===== src/rtl/timer_mmss_pkg.sv =====
// Shared definitions for the MM:SS countdown timer.
//   state_e    : control FSM encoding (IDLE, RUN, PAUSE)
//   *_MOD      : per-digit moduli (seconds units, seconds tens, minute digits)
//   DIGIT_W    : width of one BCD digit
//   digit_mod(): modulus of digit position idx (0 = seconds units, upward)
package timer_mmss_pkg;

  typedef enum logic [1:0] {
    ST_IDLE  = 2'd0,
    ST_RUN   = 2'd1,
    ST_PAUSE = 2'd2
  } state_e;

  localparam int SEC_U_MOD = 10;
  localparam int SEC_T_MOD = 6;
  localparam int MIN_MOD   = 10;
  localparam int DIGIT_W   = 4;

  function automatic int digit_mod(input int idx);
    if (idx == 0)      return SEC_U_MOD;
    else if (idx == 1) return SEC_T_MOD;
    else               return MIN_MOD;
  endfunction

endpackage


===== src/rtl/timer_mmss_if.sv =====
// Control/status bundle between the time-entry side (master) and the timer
// (slave).
//   loadn  : active-low synchronous load of in
//   in     : BCD preset, [3:0] sec units, [7:4] sec tens, [11:8] min units, ...
//   start  : level, begin/resume counting
//   pause  : level, suspend counting
//   tick   : one-cycle 1 Hz enable strobe
//   out    : current BCD count (same layout as in)
//   running: high while counting
//   zero   : high when out == 0
//   done   : one-cycle pulse when the count reaches zero by ticking
// Signalling: there is no valid/ready handshake. Every input is sampled on
// each rising clock edge as a level (start, pause, loadn) or a single-cycle
// strobe (tick); the slave can never stall the master, and outputs are
// valid from the edge after the input that caused them.
interface timer_mmss_if #(
  parameter int MIN_DIGITS = 2,
  parameter int W          = 4 * (2 + MIN_DIGITS)
) ();

  logic         loadn;
  logic [W-1:0] in;
  logic         start;
  logic         pause;
  logic         tick;
  logic [W-1:0] out;
  logic         running;
  logic         zero;
  logic         done;

  modport master (
    output loadn, in, start, pause, tick,
    input  out, running, zero, done
  );

  modport slave (
    input  loadn, in, start, pause, tick,
    output out, running, zero, done
  );

endinterface


===== src/rtl/timer_mmss_digit.sv =====
// One down-counting BCD digit of modulus MOD.
//   in/loadn : synchronous active-low load, out-of-range values clamp to MOD-1
//   en       : decrement by one this cycle (borrow in from the digit below)
//   out      : current digit value
//   tc       : borrow out to the next digit (en while this digit is 0)
//   zero     : digit currently 0
module timer_digit
  import timer_mmss_pkg::*;
#(
  parameter int MOD = 10
) (
  input  logic [DIGIT_W-1:0] in,
  input  logic               loadn,
  input  logic               clk,
  input  logic               clrn,
  input  logic               en,
  output logic [DIGIT_W-1:0] out,
  output logic               tc,
  output logic               zero
);

  localparam logic [DIGIT_W-1:0] MAX_V = DIGIT_W'(MOD - 1);

  logic [DIGIT_W-1:0] out_q;
  logic [DIGIT_W-1:0] out_d;

  always_comb begin
    out_d = out_q;
    if (!loadn) begin
      out_d = (in > MAX_V) ? MAX_V : in;
    end else if (en) begin
      // Decrementing past 0 wraps to MOD-1 and borrows via tc.
      out_d = (out_q == '0) ? MAX_V : (out_q - DIGIT_W'(1));
    end
  end

  always_ff @(posedge clk or negedge clrn) begin
    if (!clrn) out_q <= '0;
    else       out_q <= out_d;
  end

  assign out  = out_q;
  assign zero = (out_q == '0);
  assign tc   = en & zero;

endmodule


===== src/rtl/timer_mmss.sv =====
// BCD MM:SS countdown timer with run/pause control and completion pulse.
//   clk     : system clock, rising edge
//   clrn    : asynchronous active-low reset
//   bus     : timer_mmss_if slave (load/start/pause/tick in; out/running/
//             zero/done out)
//   state_o : current control FSM state, for observation
// Digit chain: digit 0 is seconds units; each digit's borrow enables the next.
module timer_mmss
  import timer_mmss_pkg::*;
#(
  parameter int MIN_DIGITS = 2,
  parameter int W          = 4 * (2 + MIN_DIGITS)
) (
  input  logic   clk,
  input  logic   clrn,
  timer_mmss_if.slave bus,
  output state_e state_o
);

  localparam int ND = 2 + MIN_DIGITS;

  state_e       state_q;
  logic         done_q;
  logic [W-1:0] cnt;
  logic [ND-1:0] en;
  logic [ND-1:0] tc;
  logic [ND-1:0] dz;
  logic          count_is_one;
  logic          unused_top_borrow;

  // A decrement only happens on a tick in RUN that is not overridden by a
  // pause or a load in the same cycle.
  assign en[0] = bus.tick & (state_q == ST_RUN) & ~bus.pause & bus.loadn;

  for (genvar i = 0; i < ND; i++) begin : g_digit
    timer_digit #(.MOD(digit_mod(i))) u_digit (
      .in    (bus.in[DIGIT_W*i +: DIGIT_W]),
      .loadn (bus.loadn),
      .clk   (clk),
      .clrn  (clrn),
      .en    (en[i]),
      .out   (cnt[DIGIT_W*i +: DIGIT_W]),
      .tc    (tc[i]),
      .zero  (dz[i])
    );
    if (i < ND - 1) begin : g_chain
      assign en[i+1] = tc[i];
    end
  end

  // RUN is never entered or kept with a zero count, so the top digit can
  // never borrow; its tc is left unconnected.
  assign unused_top_borrow = tc[ND-1];

  assign count_is_one = (cnt == W'(1));

  always_ff @(posedge clk or negedge clrn) begin
    if (!clrn) begin
      state_q <= ST_IDLE;
      done_q  <= 1'b0;
    end else if (!bus.loadn) begin
      state_q <= ST_IDLE;
      done_q  <= 1'b0;
    end else begin
      done_q <= 1'b0;
      unique case (state_q)
        ST_IDLE: begin
          if (bus.start && !bus.zero) state_q <= ST_RUN;
        end
        ST_RUN: begin
          if (bus.pause) begin
            state_q <= ST_PAUSE;
          end else if (bus.tick && count_is_one) begin
            state_q <= ST_IDLE;
            done_q  <= 1'b1;
          end
        end
        ST_PAUSE: begin
          if (bus.start && !bus.pause) state_q <= ST_RUN;
        end
        default: state_q <= ST_IDLE;
      endcase
    end
  end

  assign bus.out     = cnt;
  assign bus.zero    = &dz;
  assign bus.running = (state_q == ST_RUN);
  assign bus.done    = done_q;
  assign state_o     = state_q;

endmodule

===== src/flat_wrapper.sv =====
// flat-port wrapper written by rule: the top's interface ports become plain ports
module timer_mmss_flat import timer_mmss_pkg::*;
#(
  parameter int MIN_DIGITS = 2,
  parameter int W          = 4 * (2 + MIN_DIGITS)
)
  (clk, clrn, state_o, bus_loadn, bus_in, bus_start, bus_pause, bus_tick, bus_out, bus_running, bus_zero, bus_done);
  timer_mmss_if #(.MIN_DIGITS(MIN_DIGITS), .W(W)) bus_i ();
  input  logic clk;
  input  logic clrn;
  output state_e state_o;
  input wire logic [$bits(bus_i.loadn)-1:0] bus_loadn;
  input wire logic [$bits(bus_i.in)-1:0] bus_in;
  input wire logic [$bits(bus_i.start)-1:0] bus_start;
  input wire logic [$bits(bus_i.pause)-1:0] bus_pause;
  input wire logic [$bits(bus_i.tick)-1:0] bus_tick;
  output wire logic [$bits(bus_i.out)-1:0] bus_out;
  output wire logic [$bits(bus_i.running)-1:0] bus_running;
  output wire logic [$bits(bus_i.zero)-1:0] bus_zero;
  output wire logic [$bits(bus_i.done)-1:0] bus_done;
  assign bus_i.loadn = bus_loadn;
  assign bus_i.in = bus_in;
  assign bus_i.start = bus_start;
  assign bus_i.pause = bus_pause;
  assign bus_i.tick = bus_tick;
  assign bus_out = bus_i.out;
  assign bus_running = bus_i.running;
  assign bus_zero = bus_i.zero;
  assign bus_done = bus_i.done;
  timer_mmss #(.MIN_DIGITS(MIN_DIGITS), .W(W)) u_core (.clk(clk), .clrn(clrn), .bus(bus_i), .state_o(state_o));
endmodule

===== config.mk =====
export PLATFORM = sky130hd
export DESIGN_NAME = timer_mmss_flat
export DESIGN_NICKNAME = d
export VERILOG_FILES = /design/src/rtl/timer_mmss_pkg.sv /design/src/rtl/timer_mmss_if.sv /design/src/rtl/timer_mmss_digit.sv /design/src/rtl/timer_mmss.sv /design/src/flat_wrapper.sv
export SDC_FILE = /design/constraint.sdc
export NUM_CORES = 1
export LEC_CHECK = 0
export ABC_AREA = 1
export BUFFER_PORTS_ARGS = -buffer_cell sky130_fd_sc_hd__clkbuf_2
export CORE_ASPECT_RATIO = 1.2
export CORE_MARGIN = 1.5
export CORE_UTILIZATION = 53
export DETAILED_ROUTE_END_ITERATION = 6
export PLACE_DENSITY = 0.84
export RECOVER_POWER = 25
export SETUP_SLACK_MARGIN = 0.4
export SLEW_MARGIN = 20
export SYNTH_ARGS = -nofsm -noshare
export SYNTH_HDL_FRONTEND = slang
export SYNTH_SLANG_ARGS = --single-unit

===== constraint.sdc =====
create_clock -name clk -period 2.46 [get_ports clk]
set_clock_uncertainty 0.15 [all_clocks]
set_input_delay 0.492 -clock clk [delete_from_list [all_inputs] [get_ports clk]]
set_output_delay 0.492 -clock clk [all_outputs]
set_load 0.01 [all_outputs]

### Yosys cells after proc, flatten, opt, wreduce, memory -nomap -nowiden

Cells that the tools add are included.

| storage, ports and cells | value |
|---|---|
| register bits | 19 |
| input bits | 22 |
| output and inout bits | 21 |
| logic and storage cells | 69 |

| operators by class | value |
|---|---|
| add/subtract/negate cells | 4 |
| order comparisons | 4 |
| equal/unequal tests | 10 |
| mux-type cells | 26 |
| bitwise gates (word level) | 7 |
| reductions and logical operators | 12 |

Operator list:

| kind | number |
|---|---|
| $mux W4 | 16 |
| $eq A16 B1 Y1 const B | 1 |
| $logic_not A4 Y1 | 4 |
| $sub A4 B1 Y4 const B | 4 |
| $gt A4 B4 Y1 const B | 3 |
| $mux W2 | 5 |
| $ne A2 B1 Y1 const B | 4 |
| $and A1 B1 Y1 | 6 |
| $ne A3 B2 Y1 const B | 2 |
| $pmux W2 S3 | 1 |
| $gt A4 B3 Y1 const B | 1 |
| $mux W1 | 4 |
| $ne A4 B3 Y1 const B | 1 |
| $reduce_and A4 Y1 | 1 |
| $logic_and A1 B1 Y1 | 3 |
| $reduce_and A3 Y1 | 1 |
| $eq A2 B1 Y1 const B | 1 |
| $eq A2 B2 Y1 const B | 1 |
| $logic_not A1 Y1 | 2 |
| $logic_not A2 Y1 | 1 |
| $not A1 Y1 | 1 |

### Longest topological paths before layout

Gate-level depths: netlist of the first run.

| logic depth | value |
|---|---|
| depth in word-level cells | 9 |
| depth in mapped cells | 8 |
| mapped depth without buffers | 8 |

### By module

Synthesis of the first run repeated with hierarchy kept, for this count alone.

| unflattened totals | value |
|---|---|
| cells, all modules | 214 |
| area, all modules | 1382.6 µm² |

Modules (own cells, without submodules):

| module | times used | cells each | area each (µm²) | seq. area each (µm²) |
|---|---|---|---|---|
| timer_digit (u_core.g_digit[0].u_digit ...) | 3 | 42 | 281.5 | 100.1 |
| timer_mmss | 1 | 48 | 271.5 | 75.1 |
| timer_digit (u_core.g_digit[1].u_digit) | 1 | 40 | 266.5 | 100.1 |

### Worst setup path after synthesis of the first run

OpenSTA, ideal clock, no wires.

| timing path | value |
|---|---|
| kind | reg2out |
| start | reg u_core.g_digit[2].u_digit.out_q[1] |
| end | out bus_zero |
| data arrival time | 1.229 ns |
| required time | 1.818 ns |
| slack | 0.589 ns |
| cell stages (with the launch flop) | 4 |
| path buffers | 0 |
| cell sequence | dfrtp_1 > nor2_1 > nand2_1 > nor4_1 |

| on the way | value |
|---|---|
| longest elaborated chain between the ends | 2 |

RTL lines:

| item | line | text |
|---|---|---|
| from (decl) | timer_mmss_digit.sv:24 | `logic [DIGIT_W-1:0] out_q;` |
| from (signal assigned) | timer_mmss_digit.sv:39 | `else out_q <= out_d;` |
| $logic_not A4 Y1 | timer_mmss_digit.sv:43 | `assign zero = (out_q == '0);` |
| $reduce_and A4 Y1 | timer_mmss.sv:87 | `assign bus.zero = &dz;` |
| to (decl) | flat_wrapper.sv:19 | `output wire logic [$bits(bus_i.zero)-1:0] bus_zero;` |

Every way passes these cells.

### Final worst setup path of the first run

| timing path | value |
|---|---|
| start | reg u_core.g_digit[1].u_digit.out_q[3] |
| end | out bus_zero |

| on the way | value |
|---|---|
| longest elaborated chain between the ends | 2 |

RTL lines:

| item | line |
|---|---|
| from (decl) | timer_mmss_digit.sv:24 |
| from (signal assigned) | timer_mmss_digit.sv:39 |
| $logic_not A4 Y1 | timer_mmss_digit.sv:43 |
| $reduce_and A4 Y1 | timer_mmss.sv:87 |

Every way passes these cells.

==> impl_metrics.toml, run 1 <==
[grt]
track_usage = 0.292
overflow = 0
grt_pass1_vias = 1367
grt_pass1_wl_mm = 5.66
antenna_found_initial = 0
grt_max_degree = 20

[route]
dr_total_vias = 1450
wl_per_cell_um = 12.9
routed_wl_mm = 3.48
drtIter0Drc = 39
ant_nets = 0
via_per_inst = 5.35
drc = 0
firstDrtPassIters = 4

[clock_network]
cts_tree = "yes"
insertion_delay_ps = 290
cts_buffers = 3
path_clk_slew_ps = 100
h-tree-depth = 1
cts_sinks = 19
cts_buffer_depth = 2
root_buffer = "clkbuf_4"
ctsHoldBuffers = 0

[finish]
multi_input_area_um2 = 763
ff_latch_area_um2 = 480
most-common-layout-cells = "nand2_1 (53), clkbuf_2 (40), buf_4 (18)"
areaGrowthSynthToFinish_pct = 36.2
layout_commonest_cell = "nand2_1"
nNetsFinal = 263
finalNonFillerCells = 271
fin_util = 0.758
fillers = 186
antennaDiodeCount = 0
drive_gt1_frac = 0.383

[timing]
rsz0062_at_grt = "true"
fin_crit_sh = 0.835
fin_hold_ws_ps = 206
finalHoldViolCount = 0
setup_viol = 0
period_needed_ps = 2050
setup_tns_ps = 0
worst_pin_slew_ps = 1050
maxSlewViolCount = 0
fmax_mhz = 487
slew_headroom = 0.298

[synth]
synth-edff-count = 0
syn_nets = 201
synth_cell_types = 27
syn_area_um2 = 1260
seq_area_frac_synth = 0.378
ys_async_sr_fraction = 1.00
synth_flop_cell = "dfrtp_1"
yosys_warnings = 0
synth-seq-cells = 19
synthCells = 179
syn_avg_cell_area_um2 = 7.02

[power]
netSwitchingPower_w = 0.000416
pwr-share-comb = 0.451
power_density_nw_per_um2 = 609
p_seq_frac = 0.398
p_leak_nw = 0.929
p_clk_frac = 0.151
intPower_w = 0.000627
ir_worst_vdd_uv = 489
swShare = 0.399

[critical_path]
cp-end-kind = "output pin"
crit_arrival_ps = 1410
crit_chain = "nor2_2 -> nand2_2 -> nor4_4 -> buf_2"
critPathSlowestCell = "dfrtp_1"
critical_path_class = "flip-flop to output pin"
cp-start-kind = "flip-flop"
cp_slowest_stage_delay_ps = 410
cp_max_fo = 2
cp.required_ps = 1820

[placed_design]
placed_cells_incl_taps = 250
place.port_buffers = 42
hpwl_mm = 2.26
routabilityCongestion = 0.826

[floorplanning]
fp.dieW_um = 47.5
core_um2 = 2260
die-height_um = 56.4
die_area_um2 = 2670
core.rowCount = 19
io_pins = 43
start_util = 0.557

[flow_run]
cap_violations = 0

[run_status]
status = "finished, final reports clean"

[hold_path]
hold_class = "primary input to async pin"
==> critical path, delay by kind of cell (launching register included) <==
kind	cells	cell delay (ps)
buf+inv	1	170
simple gates	3	540
flops	1	410
==> cells in the mapped netlist (2+ instances only) <==
cell	n	share of area
a21oi_1	6	0.024
buf_2	2	0.0080
dfrtp_1	19	0.38
inv_1	14	0.042
inv_2	2	0.0060
nand2_1	56	0.17
nand2_2	5	0.025
nand2_4	3	0.027
nand3_1	17	0.068
nand4_1	3	0.015
nor2_1	19	0.057
nor2_2	2	0.0099
nor2_4	2	0.018
nor3_1	2	0.0080
nor4_1	2	0.0099
o21ai_0	14	0.056
==> registers in the layout (all words and copies together) (netlist names) <==
signal                      flops
u_core.bus.done                 1
u_core.state_o                  2
u_core.g_digit.u_digit.out     16
==> metrics by stage <==
stage	instance area, µm²	total power, W	setup slack, ps
2_1_floorplan	1260	0.000627	589
3_3_place_gp	1490	0.000732	531
3_5_place_dp	1490	0.000746	468
4_1_cts	1640	0.000977	401
5_1_grt	1710	0.00112	312
6_report	1710	0.00104	407
==> logic make-up after synthesis <==
group | after synthesis | share of synthesized area
DFF | 19 | 0.378
and+or+nand+nor | 115 | 0.442
xor gates and xnor gates | 2 | 0.0139
AOI/OAI and AO/OA | 24 | 0.101
buffers and inverters | 19 | 0.0647
==> power groups by stage <==
stage	clock network (W)	registers (W)	logic [W]
global placement	0	0.000424	0.000309
CTS	0.000160	0.000407	0.000410
detailed placement	0	0.000431	0.000314
global route	0.000175	0.000420	0.000522
finish	0.000157	0.000415	0.000471
floorplan	0	0.000443	0.000184
==> path summary, 6_finish.rpt <==
kind,startpoint,end,slack [ps],cells after the start
worst max-delay path,u_core.g_digit[1].u_digit.out[3]$_DFFE_PN0P_,bus_zero,410,4
worst min-delay path,clrn,u_core.g_digit[0].u_digit.out[1]$_DFFE_PN0P_,210,1
worst min register to register,u_core.g_digit[0].u_digit.out[0]$_DFFE_PN0P_,u_core.g_digit[0].u_digit.out[0]$_DFFE_PN0P_,440,2
worst max register to register,u_core.g_digit[1].u_digit.out[3]$_DFFE_PN0P_,u_core.g_digit[2].u_digit.out[1]$_DFFE_PN0P_,870,9
min in group clk,bus_pause,u_core.bus.done$_DFF_PN0_,240,2
max in group asynchronous,clrn,u_core.g_digit[2].u_digit.out[0]$_DFFE_PN0P_,1250,1
==> metal layers <==
metal	vias up	part of all wire	wire length, µm	global-route usage
li1	706	-	-	-
met1	675	0.40	1400	0.358
met2	53	0.51	1770	0.459
met3	16	0.047	165	0.0514
met4	0	0.041	144	0.163
met5	-	0	0	0
==> what timing repair did <==
item	CTS	global route
setup endpoints to repair	1	1
pin swaps	2	6
resized for setup	13	8
setup buffers	12	5
==> area by class of cell <==
type | instances | area share
Tap cell | 31 | 0.0226
Sequential cell | 19 | 0.280
Multi-Input combinational cell | 141 | 0.446
Clock buffer | 4 | 0.0153
Timing Repair Buffer | 60 | 0.201
Inverter | 16 | 0.0351
Note: power is estimated with default switching activity, not from simulation.
==> run 2: changes to the inputs <==
--- a/config.mk
+++ b/config.mk
@@ -5,13 +5,13 @@
 export SDC_FILE = /design/constraint.sdc
 export NUM_CORES = 1
 export LEC_CHECK = 0
-export ABC_AREA = 1
+export ABC_AREA = 0
 export BUFFER_PORTS_ARGS = -buffer_cell sky130_fd_sc_hd__clkbuf_2
 export CORE_ASPECT_RATIO = 1.2
 export CORE_MARGIN = 1.5
-export CORE_UTILIZATION = 53
+export CORE_UTILIZATION = 48
 export DETAILED_ROUTE_END_ITERATION = 6
-export PLACE_DENSITY = 0.84
+export PLACE_DENSITY = 0.78
 export RECOVER_POWER = 25
 export SETUP_SLACK_MARGIN = 0.4
 export SLEW_MARGIN = 20
==> constraint.sdc (replaced) <==
create_clock -name clk -period 1.9 [get_ports clk]
set_clock_uncertainty 0.15 [all_clocks]
set_input_delay 0.38 -clock clk [delete_from_list [all_inputs] [get_ports clk]]
set_output_delay 0.38 -clock clk [all_outputs]
set_load 0.01 [all_outputs]
==> impl_metrics.toml, run 2 <==
[critical_path]
cp_slowest_stage_delay_ps = 440
reg2reg_to = "u_core.g_digit[3].u_digit.out[0]$_DFFE_PN0P_"
critPathSlowestCell = "dfrtp_1"
reg2reg_slack_ps = -60
cp-start-kind = "flip-flop"
cp_num_buf_inv = 1
worstRegToRegCells = 5
cp-end-kind = "output pin"
crit_chain = "nor3_4 -> and2_4 -> nand4_1 -> nor2_2 -> buf_2"
r2r_start = "u_core.g_digit[1].u_digit.out[2]$_DFFE_PN0P_"
cp_max_fo = 2
cp.required_ps = 1370
crit_arrival_ps = 1560
crit_family = "simple AND/OR/NAND/NOR gates"
critical_path_class = "flip-flop to output pin"

[floorplanning]
die-height_um = 57.0
fp.dieW_um = 48.0
die_area_um2 = 2730
start_util = 0.505
core_um2 = 2310
core.rowCount = 19
io_pins = 43

[synth]
synthAdderAreaFrac = 0
synth_flop_cell = "dfrtp_1"
synth_simple_gate_area_frac = 0.310
synth_area_leaders = "dfrtp_1 (41%), nor2_1 (5.2%), o21ai_0 (3.4%)"
synthMuxAreaShare = 0.00859
synthCells = 130
synth-seq-cells = 19
yosysTopAreaCellShare = 0.408
ys_async_sr_fraction = 1.00
synth.most_common_cell = "dfrtp_1"
synth.largest_area_cell = "dfrtp_1"
syn_nets = 152
synth_top_family_by_area = "simple AND/OR/NAND/NOR gates"
synthTopCellsByCount = "dfrtp_1 (19), nor2_1 (16), nand2_1 (10)"
synth_compound_area_frac = 0.217
synth-xor-area-share = 0.0226
seq_area_frac_synth = 0.408
syn_avg_cell_area_um2 = 8.96
yosys_warnings = 0
synth_cell_types = 41
synth-edff-count = 0
syn_area_um2 = 1160

[timing]
fin_crit_sh = 1.10
period_needed_ps = 2090
maxSlewViolCount = 0
setup_viol = 3
slew_headroom = 0.302
fmax_mhz = 478
rsz0062_at_grt = "true"
finalHoldViolCount = 0
setup_ws_ps = -193
setup_tns_ps = -260
worst_pin_slew_ps = 1050

[finish]
antennaDiodeCount = 0
fin_util = 0.872
finalNonFillerCells = 238
areaGrowthSynthToFinish_pct = 72.7
ff_latch_area_um2 = 483
nNetsFinal = 230
largest_register_ffs = 16
layout_commonest_cell = "clkbuf_2"
most-common-layout-cells = "clkbuf_2 (33), buf_6 (25), buf_4 (19)"
multi_input_area_um2 = 843
drive_gt1_frac = 0.575
fillers = 122

[clock_network]
insertion_delay_ps = 320
cts_buffer_depth = 2
h-tree-depth = 1
cts_tree = "yes"
cts_buffers = 3
cts_sinks = 19
root_buffer = "clkbuf_4"
path_clk_slew_ps = 130

[power]
power.total_w = 0.00110
netSwitchingPower_w = 0.000382
swShare = 0.347
power_density_nw_per_um2 = 547
pwr-share-comb = 0.357
intPower_w = 0.000718
p_seq_frac = 0.441
ir_worst_vdd_uv = 579
p_leak_nw = 0.880
p_clk_frac = 0.201

[run_status]
status = "complete, but fails checks"
violations = "setup timing"

[route]
drc = 0
drtIter0Drc = 66
dr_total_vias = 1488
via_per_inst = 6.25
firstDrtPassIters = 5
ant_nets = 0
routed_wl_mm = 4.39
wl_per_cell_um = 18.4

[placed_design]
place_ws_ps = 29.8
hpwl_mm = 2.24
routabilityCongestion = 0.901
place.port_buffers = 42
placed_cells_incl_taps = 210

[grt]
antenna_found_initial = 0
overflow = 0
grt_pass1_wl_mm = 5.66
grt_pass1_vias = 1300
grt_max_degree = 20
track_usage = 0.290

[hold_path]
hold_class = "primary input to flip-flop"
holdPathStages = 2
whs_endpoint = "u_core.g_digit[0].u_digit.out[2]$_DFFE_PN0P_"
min-delay-start = "bus_in[3]"

[flow_run]
cap_violations = 0
-- run 2: kinds of logic after synthesis --
family | Yosys count
flip-flops | 19
AND/OR/NAND/NOR | 61
XOR/XNOR | 3
multiplexers | 1
AO/OA/AOI/OAI | 36
buffers and inverters | 10
-- run 2: what timing repair did --
item / CTS / global route
setup endpoints to repair: 23 / 31
resized for setup: 37 / 37
pin swaps: 13 / 10
buffers inserted: 16 / 7
hold buffers: 1 / 0
endpoints found under the hold margin: 19 / 0
-- run 2: worst register-to-register path, cell delays in order (launching register included) --
cell     delay [ps]
dfrtp_2         450
nor2_4          150
buf_4           130
nand3_1         230
or4_1           590
a32oi_1         210
-- run 2: cell type report --
cell class / count / share of cell area
well taps: 31 / 0.0193
clock buffers: 3 / 0.0112
flip-flops and latches: 19 / 0.240
multi-input cells: 101 / 0.419
inverters: 3 / 0.00560
repair buffers: 80 / 0.302
clock inverters: 1 / 0.00249
-- run 2: worst max path at each step --
stage / start / to / slack, ps / cells after the start
CTS: u_core.g_digit[0].u_digit.out[3]$_DFFE_PN0P_ / bus_zero / -100 / 5
finish: u_core.g_digit[0].u_digit.out[3]$_DFFE_PN0P_ / bus_zero / -190 / 5
global route: u_core.g_digit[1].u_digit.out[1]$_DFFE_PN0P_ / bus_zero / -280 / 5
global placement: bus_pause / u_core.g_digit[3].u_digit.out[1]$_DFFE_PN0P_ / 60 / 6
floorplan: u_core.state_o[1]$_DFFE_PN0P_ / u_core.g_digit[3].u_digit.out[0]$_DFFE_PN0P_ / 80 / 5
detailed placement: bus_pause / u_core.g_digit[3].u_digit.out[1]$_DFFE_PN0P_ / 30 / 6
-- run 2: routing by layer --
layer | up-vias | share of wire | global-route usage
li1 | 648 | - | -
met1 | 735 | 0.37 | 0.364
met2 | 82 | 0.53 | 0.486
met3 | 23 | 0.058 | 0.0316
met4 | 0 | 0.049 | 0.120
met5 | - | 0 | 0
-- run 2: power groups by stage --
stage / sequential [W] / combinational [W] / clock, W
2_1_floorplan: 0.000496 / 0.000103 / 0
3_3_place_gp: 0.000480 / 0.000224 / 0
3_5_place_dp: 0.000483 / 0.000229 / 0
4_1_cts: 0.000477 / 0.000320 / 0.000215
5_1_grt: 0.000489 / 0.000419 / 0.000231
6_report: 0.000485 / 0.000393 / 0.000221
-- run 2: stage by stage --
| stage | area [µm²] | hold WS, ps |
|---|---|---|
| floorplan | 1180 | -65.6 |
| global placement | 1500 | 214 |
| detailed placement | 1500 | 214 |
| CTS | 1830 | 122 |
| global route | 2010 | 135 |
| finish | 2010 | 117 |
